[config.mk]
export PLATFORM = sky130hd
export DESIGN_NAME = cv32e40p_alu_ft_reconf_ctrl
export DESIGN_NICKNAME = d
export VERILOG_FILES = /design/src/rtl/cv32e40p_alu_ft_reconf_ctrl_pkg.sv /design/src/rtl/cv32e40p_alu_ft_reconf_ctrl_warmup_cnt.sv /design/src/rtl/cv32e40p_alu_ft_reconf_ctrl.sv
export SDC_FILE = /design/constraint.sdc
export NUM_CORES = 1
export LEC_CHECK = 0
export CORE_MARGIN = 2
export CORE_UTILIZATION = 53
export CTS_CLUSTER_SIZE = 25
export DETAILED_ROUTE_END_ITERATION = 10
export PLACE_DENSITY_LB_ADDON = 0.25
export SLEW_MARGIN = 30
export SYNTH_ARGS = -nofsm -noshare
export SYNTH_HDL_FRONTEND = slang
export SYNTH_SLANG_ARGS = --single-unit
[constraint.sdc]
create_clock -name clk -period 2.4 [get_ports clk]
set_input_delay 0.24 -clock clk [delete_from_list [all_inputs] [get_ports clk]]
set_output_delay 0.24 -clock clk [all_outputs]
set_load 0.02 [all_outputs]
[src/rtl/cv32e40p_alu_ft_reconf_ctrl_pkg.sv]
// Shared types and helpers for the fault-tolerant ALU reconfiguration controller.
//   ft_reconf_state_e : controller FSM states
//   FT_STBY_W         : width of a standby / replica index
//   ft_stby_to_sel    : standby index -> 3-bit voter mux select
//   ft_stby_to_used   : standby index -> 4-bit used-ALU mask
package cv32e40p_pkg;

    localparam int unsigned FT_STBY_W = 2;

    typedef enum logic [2:0] {
        FT_NORMAL,
        FT_DRAIN,
        FT_WARMUP,
        FT_DEGRADED,
        FT_FATAL
    } ft_reconf_state_e;

    // Voter input k takes ALU k unless ALU k is the standby, in which case ALU 3 stands in.
    function automatic logic [2:0] ft_stby_to_sel(input logic [FT_STBY_W-1:0] idx);
        logic [2:0] sel;
        case (idx)
            2'd0:    sel = 3'b110;
            2'd1:    sel = 3'b101;
            2'd2:    sel = 3'b011;
            default: sel = 3'b111;
        endcase
        return sel;
    endfunction

    function automatic logic [3:0] ft_stby_to_used(input logic [FT_STBY_W-1:0] idx);
        return ~(4'b0001 << idx);
    endfunction

endpackage

[src/rtl/cv32e40p_alu_ft_reconf_ctrl_warmup_cnt.sv]
// cv32e40p_ft_warmup_cnt: loadable down-counter with a zero flag.
//   clk, rst_n   : clock, asynchronous active-low reset (count -> RESET_VAL)
//   load_i       : load load_val_i (has priority over dec_i)
//   load_val_i   : value to load
//   dec_i        : decrement by one (saturates at zero)
//   zero_o       : high in the cycle whose decrement brings the count to zero
module cv32e40p_ft_warmup_cnt #(
    parameter int unsigned CNT_W     = 4,
    parameter int unsigned RESET_VAL = 0
) (
    input  logic             clk,
    input  logic             rst_n,
    input  logic             load_i,
    input  logic [CNT_W-1:0] load_val_i,
    input  logic             dec_i,
    output logic             zero_o
);

    logic [CNT_W-1:0] cnt_q;
    logic [CNT_W-1:0] cnt_d;

    always_comb begin
        cnt_d = cnt_q;
        if (load_i) begin
            cnt_d = load_val_i;
        end else if (dec_i && (cnt_q != '0)) begin
            cnt_d = cnt_q - CNT_W'(1);
        end
    end

    always_ff @(posedge clk or negedge rst_n) begin
        if (!rst_n) begin
            cnt_q <= CNT_W'(RESET_VAL);
        end else begin
            cnt_q <= cnt_d;
        end
    end

    assign zero_o = (cnt_q == CNT_W'(1));

endmodule

[src/rtl/cv32e40p_alu_ft_reconf_ctrl.sv]
// Reconfiguration controller for the triple-voted FT ALU with one standby replica.
// Swaps the standby in for a permanently faulty active replica through a
// stall / drain / warm-up handshake.
//   faulty_pulse_i  : per-ALU permanent-fault pulse
//   alu_ready_i     : voted ALU ready (0 during multicycle ops)
//   sel_mux_ex_o    : voter mux select, clock_en_o : per-ALU input clock enable
//   used_alu_o      : ALUs feeding the voter, faulty_mask_o : sticky fault flags
//   reconf_stall_o  : pipeline stall during a swap
//   degraded_o      : no healthy spare, fatal_o : faulty ALU in the active set
// Optional macro CV32E40P_FT_ALU_ROTATE_EN: periodic standby rotation while fault-free.
module cv32e40p_alu_ft_reconf_ctrl
    import cv32e40p_pkg::*;
#(
    parameter int unsigned WARMUP_CYCLES = 1,
    parameter int unsigned ROTATE_PERIOD = 1024
) (
    input  logic       clk,
    input  logic       rst_n,
    input  logic [3:0] faulty_pulse_i,
    input  logic       alu_ready_i,
    output logic [2:0] sel_mux_ex_o,
    output logic [3:0] clock_en_o,
    output logic [3:0] used_alu_o,
    output logic [3:0] faulty_mask_o,
    output logic       reconf_stall_o,
    output logic       degraded_o,
    output logic       fatal_o
);

    localparam int unsigned CNT_MAX = (ROTATE_PERIOD > WARMUP_CYCLES) ? ROTATE_PERIOD : WARMUP_CYCLES;
    localparam int unsigned CNT_W   = $clog2(CNT_MAX + 1);
`ifdef CV32E40P_FT_ALU_ROTATE_EN
    localparam int unsigned CNT_RST = ROTATE_PERIOD;
`else
    localparam int unsigned CNT_RST = 0;
`endif

    ft_reconf_state_e     state_q, state_d;
    logic [FT_STBY_W-1:0] stby_q, stby_d;
    logic [FT_STBY_W-1:0] victim_q, victim_d;
    logic [2:0]           sel_q, sel_d;
    logic [3:0]           used_q, used_d;
    logic [3:0]           clk_en_q, clk_en_d;
    logic [3:0]           mask_q, mask_d;
`ifdef CV32E40P_FT_ALU_ROTATE_EN
    logic                 rot_q, rot_d;
`endif

    logic [3:0]       new_fault;
    logic [3:0]       new_active;
    logic [3:0]       post_used;
    logic             cnt_load;
    logic [CNT_W-1:0] cnt_load_val;
    logic             cnt_dec;
    logic             cnt_zero;

    cv32e40p_ft_warmup_cnt #(
        .CNT_W    (CNT_W),
        .RESET_VAL(CNT_RST)
    ) u_warmup_cnt (
        .clk       (clk),
        .rst_n     (rst_n),
        .load_i    (cnt_load),
        .load_val_i(cnt_load_val),
        .dec_i     (cnt_dec),
        .zero_o    (cnt_zero)
    );

    always_ff @(posedge clk or negedge rst_n) begin
        if (!rst_n) begin
            state_q  <= FT_NORMAL;
            stby_q   <= 2'd3;
            victim_q <= 2'd3;
            sel_q    <= 3'b111;
            used_q   <= 4'b0111;
            clk_en_q <= 4'b0111;
            mask_q   <= '0;
`ifdef CV32E40P_FT_ALU_ROTATE_EN
            rot_q    <= 1'b0;
`endif
        end else begin
            state_q  <= state_d;
            stby_q   <= stby_d;
            victim_q <= victim_d;
            sel_q    <= sel_d;
            used_q   <= used_d;
            clk_en_q <= clk_en_d;
            mask_q   <= mask_d;
`ifdef CV32E40P_FT_ALU_ROTATE_EN
            rot_q    <= rot_d;
`endif
        end
    end

    always_comb begin
        new_fault    = faulty_pulse_i & ~mask_q;
        new_active   = new_fault & used_q;
        mask_d       = mask_q | new_fault;
        post_used    = ft_stby_to_used(victim_q);
        state_d      = state_q;
        stby_d       = stby_q;
        victim_d     = victim_q;
        cnt_load     = 1'b0;
        cnt_load_val = '0;
        cnt_dec      = 1'b0;
`ifdef CV32E40P_FT_ALU_ROTATE_EN
        rot_d        = rot_q;
`endif
        case (state_q)
            FT_NORMAL: begin
`ifdef CV32E40P_FT_ALU_ROTATE_EN
                if (cnt_zero) begin
                    cnt_load     = 1'b1;
                    cnt_load_val = CNT_W'(ROTATE_PERIOD);
                end else begin
                    cnt_dec = 1'b1;
                end
`endif
                if ((new_active != '0) && ($countones(new_fault) > 1)) begin
                    state_d = FT_FATAL;
                end else if (new_active != '0) begin
                    if (mask_q[stby_q]) begin
                        state_d = FT_FATAL;
                    end else begin
                        state_d = FT_DRAIN;
                        for (int unsigned k = 0; k < 4; k++) begin
                            if (new_active[k]) victim_d = FT_STBY_W'(k);
                        end
`ifdef CV32E40P_FT_ALU_ROTATE_EN
                        rot_d = 1'b0;
`endif
                    end
                end else if (new_fault[stby_q]) begin
                    state_d = FT_DEGRADED;
                end
`ifdef CV32E40P_FT_ALU_ROTATE_EN
                else if (cnt_zero && (mask_q == '0)) begin
                    state_d  = FT_DRAIN;
                    victim_d = stby_q + 2'd1;
                    rot_d    = 1'b1;
                end
`endif
            end
            FT_DRAIN: begin
                if (alu_ready_i) begin
                    state_d      = FT_WARMUP;
                    cnt_load     = 1'b1;
                    cnt_load_val = CNT_W'(WARMUP_CYCLES);
                end
            end
            FT_WARMUP: begin
                cnt_dec = 1'b1;
                if (cnt_zero) begin
                    // Faults that arrived during the drain/warm-up are judged
                    // against the post-swap active set, including this cycle's.
                    stby_d = victim_q;
                    if ((mask_d & post_used) != '0) begin
                        state_d = FT_FATAL;
                    end else begin
                        state_d = FT_DEGRADED;
`ifdef CV32E40P_FT_ALU_ROTATE_EN
                        if (rot_q && !mask_d[victim_q]) state_d = FT_NORMAL;
`endif
                    end
`ifdef CV32E40P_FT_ALU_ROTATE_EN
                    rot_d        = 1'b0;
                    cnt_dec      = 1'b0;
                    cnt_load     = 1'b1;
                    cnt_load_val = CNT_W'(ROTATE_PERIOD);
`endif
                end
            end
            FT_DEGRADED: begin
                if (new_active != '0) state_d = FT_FATAL;
            end
            default: ;
        endcase

        sel_d    = ft_stby_to_sel(stby_d);
        used_d   = ft_stby_to_used(stby_d);
        clk_en_d = used_d;
        if (state_d == FT_WARMUP) clk_en_d = used_d | (4'b0001 << stby_d);
    end

    always_comb begin
        reconf_stall_o = (state_q == FT_DRAIN) || (state_q == FT_WARMUP);
        degraded_o     = (state_q == FT_DEGRADED) || (state_q == FT_FATAL);
        fatal_o        = (state_q == FT_FATAL);
        sel_mux_ex_o   = sel_q;
        used_alu_o     = used_q;
        clock_en_o     = clk_en_q;
        faulty_mask_o  = mask_q;
    end

endmodule

Word-level counts from Yosys, hierarchy flattened
Cells that the tools add are included.
- $lt $le $gt $ge: 2
- muxes and demuxes: 28
- shifts and indexed selects: 2
- add/sub/neg operators: 4
- equal/unequal tests: 8
- bitwise logic cells: 10
- reductions and logical operators: 11
- operators with widths (cell ; count):
    3-bit two-way mux ; 8
    11-bit two-way mux ; 2
    4-bit AND ; 3
    2-bit two-way mux ; 6
    4-bit NOT ; 3
    3-bit one-hot mux with 4 select lines ; 1
    11-bit by 1-bit equality test with 1-bit output, second input constant ; 1
    11-bit nonzero test ; 1
    11-bit by 1-bit subtractor with 11-bit output, second input constant ; 1
    3-bit by 2-bit equality test with 1-bit output, second input constant ; 3
    3-bit one-hot mux with 3 select lines ; 1
    4-bit bitwise OR ; 2
    4-bit nonzero test ; 2
    1-bit by 2-bit << shifter with 4-bit output, first input constant ; 2
    1-bit two-way mux ; 7
    1-bit by 1-bit adder with 2-bit output ; 2
    1-bit binary-select mux with 2-bit select ; 2
    4-bit two-way mux ; 1
    4-bit AND reduction ; 1
    2-bit by 2-bit adder with 3-bit output ; 1
    3-bit by 1-bit equality test with 1-bit output, second input constant ; 1
    3-bit equality test, second input constant ; 1
    3-bit by 1-bit greater-than comparator with 1-bit output, second input constant ; 1
    3-bit logical NOT ; 1
    other kinds (8) ; 11
- register bits: 33
- output and inout port bits: 18
- word-level logic and storage cells: 73
- bits of input ports: 7

Depth between registers and ports, before layout
Gate-level depths: netlist (run 1).
- depth after elaboration: 10
- depth in mapped cells: 8

Hierarchy
A second synthesis (run 1) with hierarchy kept.
- cell total of the unflattened synthesis: 182
- area total of the unflattened synthesis: 1774.2 um2
- modules (own cells, without submodules) (module ; seq. area each (um2) ; times used ; cells an instance ; area an instance (um2)):
    cv32e40p_alu_ft_reconf_ctrl ; 488.0 ; 1 ; 101 ; 1073.5
    cv32e40p_ft_warmup_cnt ; 275.3 ; 1 ; 81 ; 700.7

Least setup slack after synthesis (run 1)
OpenSTA, ideal clock, no wires.
- path kind: register -> register
- from: register mask_q[1], in the netlist faulty_mask_o[1]
- to: register victim_q[0]
- slack: 334 ps
- setup time: 82 ps
- clock period less this slack: 2066 ps
- arrival: 1984 ps
- path buffers: 0
- stages on the path, launching flop included: 8
- path through: dfrtp_1 > nor2b_1 > xor2_1 > ha_1 > and3b_1 > nor4_1 > nand3b_1 > mux2_2
- word-level cells in the longest chain between the ends: 8
- elaborated cells on any way between the ends: 16
- those cells by class: add/sub (2); order compare (1); mux (5); bitwise (5); reduce/logical (3)
- ends and longest elaborated chain (what ; line ; source):
    start, declared ; cv32e40p_alu_ft_reconf_ctrl.sv:44 ; logic [3:0] mask_q, mask_d;
    start signal, assigned ; cv32e40p_alu_ft_reconf_ctrl.sv:88 ; mask_q <= mask_d;
    4-bit NOT ; cv32e40p_alu_ft_reconf_ctrl.sv:96 ; new_fault = faulty_pulse_i & ~mask_q;
    4-bit AND ; cv32e40p_alu_ft_reconf_ctrl.sv:96 ;
    1-bit by 1-bit adder with 2-bit output (not written as such) ; cv32e40p_alu_ft_reconf_ctrl.sv:119 ; if ((new_active != '0) && ($countones(new_fault) > 1)) begin
    2-bit by 2-bit adder with 3-bit output (not written as such) ; cv32e40p_alu_ft_reconf_ctrl.sv:119 ;
    3-bit by 1-bit greater-than comparator with 1-bit output ; cv32e40p_alu_ft_reconf_ctrl.sv:119 ;
    1-bit logical AND ; cv32e40p_alu_ft_reconf_ctrl.sv:119 ;
    1-bit NOT (no source line) ; n/a ;
    4-bit AND reduction (no source line) ; n/a ;
    end signal, assigned ; cv32e40p_alu_ft_reconf_ctrl.sv:84 ; victim_q <= victim_d;
    end, declared ; cv32e40p_alu_ft_reconf_ctrl.sv:40 ; logic [FT_STBY_W-1:0] victim_q, victim_d;
Several ways; a longest one is shown, not always the timed one. The select of a mux whose other input is x is not followed.
A chain may end at the register's enable or synchronous reset.

Final worst setup path (run 1)
- from: register state_q[2]
- to: output port degraded_o
- word-level cells in the longest chain between the ends: 2
- elaborated cells on any way between the ends: 3
- those cells by class: eq/ne (2); reduce/logical (1)
- ends and longest elaborated chain (what ; line ; source):
    start, declared ; cv32e40p_alu_ft_reconf_ctrl.sv:38 ; ft_reconf_state_e state_q, state_d;
    start signal, assigned ; cv32e40p_alu_ft_reconf_ctrl.sv:82 ; state_q <= state_d;
    3-bit by 2-bit equality test with 1-bit output or 3-bit equality test (tied branches) ; cv32e40p_alu_ft_reconf_ctrl.sv:187 ; degraded_o = (state_q == FT_DEGRADED) || (state_q == FT_FATAL);
    1-bit logical OR * ; cv32e40p_alu_ft_reconf_ctrl.sv:187 ;
    end, declared ; cv32e40p_alu_ft_reconf_ctrl.sv:26 ; output logic degraded_o,
Every way passes the cells marked *; elsewhere a longest branch is shown, timed or not.

==> flow_summary.yaml, run 1 <==
outcome:
  status: "complete, no violations"
global_route:
  grt_pass1_vias: 1365
  overflow: 0
  grt.total_usage_pct: 23.53
  antenna_found_initial: 0
  grt_max_degree: 31
  grt_pass1_wl_mm: 6.251
synthesis:
  yosysSeqAreaShare_pct: 46.35
  yosysWarnings: 0
  async_flop_share_pct: 100.0
  synthDistinctLibCells: 51
  syn_area_um2: 1647
  synth.net_count: 170
  avgSynthCellArea_um2: 10.36
  ys_ff_latch: 30
  postSynthCellCount: 159
  synthFlopType: "dfrtp_1"
  synth_edf_count: 0
worst_setup_path:
  cp-startpoint: "state_q[2]"
  critPathSlowestCell: "clkdlybuf4s50_1"
  worstPathMaxFanout: 9
  cp-end-kind: "output pin"
  criticalPathCategory: "reg2out"
  timing.rr.end: "victim_q[1]"
  timing.rr.start: "faulty_mask_o[0]"
  startpoint_type: "register"
  cp_cell_sequence: "inv_1 > nor3_1 > o21bai_1 > clkdlybuf4s50_1"
  worstPathRequired_ps: 2160
  critPathMaxStageDelay_ps: 620
  r2r_slack_ps: 190
  crit_arrival_ps: 1980
  reg2regPathDepth: 7
floorplanning:
  core-area_um2: 3003
  io_pins: 25
  rows: 20
  die_x_um: 59.74
  dieArea_um2: 3569
  die_h_um: 59.74
  start_util_pct: 54.83
sta:
  period_needed_ps: 2225
  fmax_mhz: 449.4
  hold_viol: 0
  period_share_pct: 92.71
  rsz0062_at_grt: "no"
  tightest_slew_ps: 445.0
  setup-violations-final: 0
  finClkSkew_ps: 10.16
  slew_viol_final: 0
  setup_tns_ps: 0
  slew_headroom_pct: 69.92
finish:
  diodes: 0
  regArea_um2: 763.2
  final_cell_mix: "clkdlybuf4s50_1 (24), dfrtp_1 (20), nor2_1 (13), nand2_1 (13), dfstp_2 (10)"
  fin_nets: 198
  multi_input_area_um2: 818.3
  fill_cells: 238
  instances_no_fill: 221
  final_common_cell: "clkdlybuf4s50_1"
  drive_gt1_share_pct: 20.74
  area_delta_synth_final_pct: 19.76
pwr:
  p_leak_nw: 0.7795
  p_total_mw: 0.8436
  ir_drop_mv: 0.3000
  power.density_nw_per_um2: 427.8
routing:
  viasPerCell: 5.828
  drt-total-wl_mm: 3.497
  routedWlPerCell_um: 15.82
  drt-initial-drc-count: 76
  drc: 0
  drtPass1Iterations: 5
  num_vias: 1288
  drtAntennaViolNets: 0
placement:
  gp_congestion: 0.8460
  hpwlAfterDp_mm: 2.594
  dp.cells: 213
  io_buffers: 24
clocking:
  postCtsSetupBuffers: 0
  cts-htree-levels: 2
  clkTransAtPathRegs_ps: 100
  insertion_delay_ps: 330
  clockBufferDepth: 2
  root_buffer: "clkbuf_4"
  cts_hold_buf: 0
  cts_resized: 0
  cts_tree: "yes"
  cts.sinks: 30
  cts_made_buffers: 5
worst_hold_path:
  hold_class: "in2async"
flow_run:
  max-cap-violations: 0
==> power breakdown <==
group / internal [mW] / switching [mW] / leakage, nW
Clock: 0.142 / 0.172 / 0.0353
Combinational: 0.0113 / 0.0124 / 0.439
Sequential: 0.506 / 0.000000000000000199 / 0.305
==> area by class of cell <==
type	instances	share of cell area [%]
multi-input combinational	116	41.50
sequential	30	38.71
timing repair buffer	27	13.32
clock buffer	7	2.792
tap	33	2.094
inverter	7	1.332
clock inverter	1	0.2538
==> synthesized netlist by cell type, types with 5 or more instances <==
cell type	instances	area (um^2)
nand2_1	13	48.80
a21oi_1	6	30.03
inv_1	7	26.28
mux2i_1	7	70.07
dfrtp_1	20	500.5
nor2b_1	5	31.28
dfstp_2	10	262.8
nor3_1	8	40.04
nor2_1	13	48.80
==> critical path, delay by kind of cell (launching register included) <==
family          cells  cell delay (ps)
compound gates      1              150
flops               1              520
buf+inv             2              750
simple gates        1              240
==> state kept, by name (all words and copies together), names as in the netlist <==
name and flops:
clock_en_o 4, faulty_mask_o 4, state_q 3, stby_q 2, u_warmup_cnt.cnt_q 11, used_alu_o 4
victim_q 2
==> how the worst max path moves through the flow <==
stage | endpoint | slack [ps] | depth (start not counted)
2_1_floorplan | victim_q[0] | 330 | 7
5_1_grt | degraded_o | 10 | 4
3_5_place_dp | victim_q[0] | -90 | 8
6_report | degraded_o | 180 | 4
4_1_cts | degraded_o | 140 | 4
3_3_place_gp | victim_q[1] | 20 | 8
==> metal layers <==
metal  wire length, um  GRT usage [%]  up-vias
met5                 0              0        -
met4                21          8.889        0
met3               165          6.494        2
met2              1674          35.56       36
met1              1636          32.22      617
li1                  -              -      633
==> cells by family after synthesis <==
family / after synthesis / synth area share [%]
muxes: 13 / 9.726
DFF: 30 / 46.35
xor gates and xnor gates: 3 / 1.596
buffers and inverters: 13 / 3.951
AOI/OAI and AO/OA: 25 / 10.33
adders and majority gates: 4 / 3.040
and+or+nand+nor: 71 / 25.00
==> per-stage QoR <==
| step | area [um^2] | utilization (%) | worst slack (ps) | hold WS (ps) |
|---|---|---|---|---|
| 2_1_floorplan | 1647 | - | 334.2 | -55.59 |
| 3_5_place_dp | 1912 | 63.67 | -90.04 | 473.2 |
| 4_1_cts | 1972 | 65.67 | 140.9 | 293.4 |
| 6_report | 1972 | 65.67 | 175.0 | 290.1 |
| 5_1_grt | 1972 | 65.67 | 13.56 | 324.0 |
| 3_3_place_gp | 1912 | 63.67 | 21.76 | 454.2 |
No activity file was read; power rests on OpenSTA's default activity.
==> inputs of run 2 (changes only) <==
--- a/config.mk
+++ b/config.mk
@@ -10,6 +10,7 @@
 export CTS_CLUSTER_SIZE = 25
 export DETAILED_ROUTE_END_ITERATION = 10
 export PLACE_DENSITY_LB_ADDON = 0.25
+export SKIP_LAST_GASP = 1
 export SLEW_MARGIN = 30
 export SYNTH_ARGS = -nofsm -noshare
 export SYNTH_HDL_FRONTEND = slang
==> results of run 2 <==
Same layout as run 1: the final DEF is identical, and so are final timing and power.
